`src/rtl/seq_pattern_gen.sv`:
```
// seq_pattern_gen: steps through a DEPTH-entry table of WIDTH-bit codes, one code per enabled cycle,
// looping or one-shot over a run-selected length. Define SEQ_GEN_WRITE_EN to make the table writable.
module seq_pattern_gen #(
  parameter int                     WIDTH = 2,
  parameter int                     DEPTH = 7,
  parameter logic [WIDTH*DEPTH-1:0] INIT  = 14'h369C,
  localparam int                    AW    = $clog2(DEPTH),
  localparam int                    LW    = $clog2(DEPTH + 1)
) (
  input  logic             clock,
  input  logic             reset,
  input  logic             start,
  input  logic             stop,
  input  logic             en,
  input  logic             mode,
  input  logic [LW-1:0]    length,
  input  logic             wr_en,
  input  logic [AW-1:0]    wr_addr,
  input  logic [WIDTH-1:0] wr_data,
  output logic [WIDTH-1:0] out,
  output logic [AW-1:0]    index,
  output logic             valid,
  output logic             wrap,
  output logic             busy
);

  typedef enum logic [1:0] {IDLE, RUN, DONE} state_t;

  state_t           state_q, state_d;
  logic [AW-1:0]    ptr_q, ptr_d;
  logic [LW-1:0]    len_q, len_d, len_clamp;
  logic             mode_q, mode_d;
  logic [WIDTH-1:0] out_d, rd_data;
  logic [AW-1:0]    index_d;
  logic             valid_d, wrap_d, busy_d, last;

  function automatic logic [WIDTH-1:0] init_entry(input int i);
    return INIT[i*WIDTH +: WIDTH];
  endfunction

  function automatic logic [LW-1:0] clamp_len(input logic [LW-1:0] l);
    if (l == '0 || int'(l) > DEPTH)
      return LW'(DEPTH);
    return l;
  endfunction

`ifdef SEQ_GEN_WRITE_EN
  logic [WIDTH-1:0] tbl [DEPTH];

  // Registered table: a same-edge read sees the old entry, the write lands for the next read.
  always_ff @(posedge clock or negedge reset) begin
    if (!reset) begin
      for (int i = 0; i < DEPTH; i++)
        tbl[i] <= init_entry(i);
    end else if (wr_en && int'(wr_addr) < DEPTH) begin
      tbl[wr_addr] <= wr_data;
    end
  end

  assign rd_data = tbl[ptr_q];
`else
  logic unused_wr;

  assign unused_wr = ^{wr_en, wr_addr, wr_data};
  assign rd_data   = init_entry(int'(ptr_q));
`endif

  assign len_clamp = clamp_len(length);
  assign last      = (LW'(ptr_q) == len_q - LW'(1));

  always_comb begin
    state_d = state_q;
    ptr_d   = ptr_q;
    len_d   = len_q;
    mode_d  = mode_q;
    out_d   = out;
    index_d = index;
    valid_d = 1'b0;
    wrap_d  = 1'b0;
    if (stop) begin
      state_d = IDLE;
    end else begin
      case (state_q)
        IDLE: begin
          if (start) begin
            state_d = RUN;
            len_d   = len_clamp;
            mode_d  = mode;
            ptr_d   = '0;
          end
        end
        RUN: begin
          // A start while running restarts the pass; nothing is emitted on that edge.
          if (start) begin
            len_d  = len_clamp;
            mode_d = mode;
            ptr_d  = '0;
          end else if (en) begin
            out_d   = rd_data;
            index_d = ptr_q;
            valid_d = 1'b1;
            if (last) begin
              wrap_d = 1'b1;
              ptr_d  = '0;
              if (mode_q)
                state_d = DONE;
            end else begin
              ptr_d = ptr_q + AW'(1);
            end
          end
        end
        DONE: begin
          state_d = IDLE;
        end
        default: begin
          state_d = IDLE;
        end
      endcase
    end
    busy_d = (state_d == RUN);
  end

  always_ff @(posedge clock or negedge reset) begin
    if (!reset) begin
      state_q <= IDLE;
      ptr_q   <= '0;
      len_q   <= LW'(DEPTH);
      mode_q  <= 1'b0;
      out     <= '0;
      index   <= '0;
      valid   <= 1'b0;
      wrap    <= 1'b0;
      busy    <= 1'b0;
    end else begin
      state_q <= state_d;
      ptr_q   <= ptr_d;
      len_q   <= len_d;
      mode_q  <= mode_d;
      out     <= out_d;
      index   <= index_d;
      valid   <= valid_d;
      wrap    <= wrap_d;
      busy    <= busy_d;
    end
  end

endmodule

```
`config.mk`:
```
export PLATFORM = sky130hd
export DESIGN_NAME = seq_pattern_gen
export DESIGN_NICKNAME = d
export VERILOG_FILES = /design/src/rtl/seq_pattern_gen.sv
export SDC_FILE = /design/constraint.sdc
export NUM_CORES = 1
export LEC_CHECK = 0
export CAP_MARGIN = 30
export CELL_PAD_IN_SITES_DETAIL_PLACEMENT = 1
export CELL_PAD_IN_SITES_GLOBAL_PLACEMENT = 1
export CORE_AREA = 3 3 53 55
export CTS_CLUSTER_DIAMETER = 80
export DETAILED_ROUTE_END_ITERATION = 10
export DIE_AREA = 0 0 56 58
export HOLD_SLACK_MARGIN = 0.02
export PLACE_DENSITY_LB_ADDON = 0.1
export SLEW_MARGIN = 20
export SYNTH_ARGS = -nofsm -noshare
export SYNTH_HDL_FRONTEND = slang
export SYNTH_SLANG_ARGS = --single-unit
```
`constraint.sdc`:
```
create_clock -name clock -period 2.4 [get_ports clock]
set_clock_uncertainty 0.15 [all_clocks]
set_input_delay 0.36 -clock clock [delete_from_list [all_inputs] [get_ports clock]]
set_output_delay 0.36 -clock clock [all_outputs]
set_load 0.01 [all_outputs]
```
==> reports/results.txt <==
status - finished clean
Total Routing Usage GR - 0.121
commonest cells after routing, fill and taps aside - clkdlybuf4s50_1, dfrtp_1, nor2_1, o21ai_0, inv_1
power per cell area - 573 nW/µm²
top achievable clock speed - 508 MHz
Slew headroom - 0.717
count of endpoints failing hold in the final timing report - 0
slew at the pin closest to its max-slew limit - 423 ps
clock-pin slew on the worst setup and hold paths - 100 ps
final core occ - 0.452
setup bufs post-CTS - 0
master of the slowest instance on the critical path - dfstp_2
via count of the routed design - 633
number of instances in the placed design - 122
floorplan die width - 56 µm
final setup fails - 0
area of the die - 3250 µm²
number of buffers added to fix hold violations after cts - 0
Core ar. - 2430 µm²
worst setup slack for register-to-register paths - 430 ps
drt first-iter violations - 10
pin count of the biggest net entering global routing - 18
endpoint type of the worst setup path - flip-flop
TritonCTS clock tree - done
initial antenna violation count - 0
Worst Setup SP - len_q[0]$_DFFE_PN1P_
buffer levels on the longest clock path - 2
via count of the first global-routing pass - 685
class of the tightest hold or removal check - in2async
count of fill cells added during filler insertion - 283
Unique masters post-synth - 29
global-route wire length before repair - 3080 µm
Synth Cell Area - 851 µm²
IO buf count - 16
top cells by area in the synthesized netlist - dfrtp_1, dfstp_2, ha_1
antenna diode count - 0
effective utilization at floorplan - 0.350
number of primary I/O pins - 23
leakage component of the power - 0.000497 µW
Layout Area Growth over Synthesis - 29.1%
H-tree level count - 1
Setup Total Neg Slack - 0 ps
Resized cells post-CTS - 0
worst slack on hold paths - 235 ps
Total Routed Length - 1640 µm
number of remaining DRC errors - 0
delay of the slowest cell on the worst path - 550 ps
worst vdd ir - 327 µV
number of detailed-route iterations in the first pass - 4
routed wire length per instance - 13.0 µm
Req. time, crit path - 2430 ps
fraction of post-synthesis cell area in the top cell type by area - 0.412
routability-driven placement congestion ratio - 0.735
Seq/Total Area, Yosys - 0.504
Storage cell area - 429 µm²
Congestion Overflow GR - 0
cell type with the highest aggregate area in the netlist - dfrtp_1
mean area per synthesized cell - 11.7 µm²
# nets final - 116
Chip Height - 58 µm
Final ANT Viol Nets - 0
startpoint types - flip-flop
fraction of the cycle the final worst path needs - 0.821
HPWL after detailed placement - 1270 µm
multi-input logic area - 399 µm²
cells traversed along the worst timing path - inv_1 -> ha_1 -> xor2_1 -> nand3_1 -> a32o_1
leading cell type in the layout, fill and taps excluded - clkdlybuf4s50_1
number of cells in the finished layout apart from fillers - 126
CTS sink count - 17
Max Cap Violations - 0
Syn. warnings - 0
setup repair after global routing missed its margin - no
Cell Rows - 18
drt via density - 5.02
clk root buf - clkbuf_4
number of synthesized register bits - 17
Crit Path Class - reg2reg
gate count after technology mapping - 73
final critical path time including I/O delays and setup - 1970 ps
count of final max-slew check failures - 0
critical path data arrival time - 2000 ps
critical path fanouts, max - 6
r2r startpoint - len_q[0]$_DFFE_PN1P_
syn_nets - 92
latest clock arrival within the worst-skew pair - 280 ps
number of clock buffers inserted by TritonCTS - 3
ratio of cells with drive above 1 in the final layout - 0.229
==> registers in the layout, indices dropped and copies added, names as in the netlist <==
register,cells
mode_q,1
ptr_q,3
state_q,2
index,3
busy,1
len_q,3
out,2
valid,1
wrap,1
==> worst paths after layout <==
check,cells after the start,to
hold / removal,2,busy$_DFF_PN0_
setup reg to reg,5,ptr_q[1]$_DFFE_PN0P_
setup / recovery,5,ptr_q[1]$_DFFE_PN0P_
min in group clock,1,out[1]$_DFFE_PN0P_
hold reg to reg,1,out[1]$_DFFE_PN0P_
max in group asynchronous,2,len_q[2]$_DFFE_PN1P_
==> metrics by stage <==
step | setup WS, ps | total power, µW | instance area, µm²
floorplan | 608 | 417 | 851
global route | 290 | 674 | 1100
CTS | 402 | 644 | 1100
finish | 430 | 630 | 1100
detailed placement | 421 | 487 | 1070
global placement | 405 | 484 | 1070
==> cell families (layout without fill, tap and decap cells) <==
family / after synthesis / count (layout) / share of synthesized area
flip-flops: 17 / 17 / 0.504
AO/OA/AOI/OAI: 17 / 17 / 0.140
XOR/XNOR: 4 / 4 / 0.0574
adder cells (fa/ha/maj): 4 / 4 / 0.0588
buffers and inverters: 6 / 29 / 0.0265
multiplexers: 5 / 5 / 0.0662
AND/OR/NAND/NOR: 20 / 20 / 0.147
==> cell type report <==
type / count / area share
flip-flops and latches: 17 / 0.391
multi-input cells: 50 / 0.363
repair buffers: 19 / 0.166
well taps: 30 / 0.0342
clock buffers: 3 / 0.0205
inverters: 6 / 0.0205
clock inverters: 1 / 0.00456
==> power by group <==
group	switching (µW)	internal [µW]	leakage [µW]
sequential	16.8	317	0.000220
combinational	67.3	77.2	0.000259
clock	89.9	61.9	0.0000177
total	174	456	0.000497
==> metal layers <==
layer / up-vias / GRT usage / wire length, µm / share of wire
met2: 10 / 0.194 / 834 / 0.51
met4: 0 / 0.0610 / 21 / 0.013
met5: - / 0 / 0 / 0
li1: 305 / - / - / -
met3: 2 / 0.0223 / 69 / 0.042
met1: 316 / 0.158 / 716 / 0.44
==> worst max-delay path: cells and delay by family, from the launching register on <==
kind / cells / cell delay (ps)
xor+xnor: 1 / 230
simple gates: 1 / 260
buf+inv: 1 / 50
compound gates: 1 / 330
flops: 1 / 550
fa+ha+maj: 1 / 290
==> cell usage after synthesis <==
| library cell | count |
|---|---|
| mux2_2 | 4 |
| a31o_2 | 1 |
| ha_1 | 4 |
| inv_1 | 5 |
| or3b_1 | 1 |
| mux2_1 | 1 |
| inv_2 | 1 |
| xor2_1 | 3 |
| nand3_2 | 1 |
| or2b_1 | 1 |
| a32o_1 | 1 |
| nor4b_2 | 1 |
| nand3b_1 | 2 |
| xnor3_1 | 1 |
| a21oi_1 | 3 |
| nor2_1 | 7 |
| nand2_1 | 2 |
| nor3_1 | 1 |
| a21o_1 | 1 |
| dfrtp_1 | 14 |
| a311oi_1 | 1 |
| dfstp_2 | 3 |
| o221a_2 | 2 |
| nor2b_1 | 1 |
| nand2b_1 | 1 |
| o21ai_0 | 7 |
| nand3_1 | 1 |
| a221o_2 | 1 |
| nor3b_2 | 1 |
No activity file was read; power rests on OpenSTA's default activity.
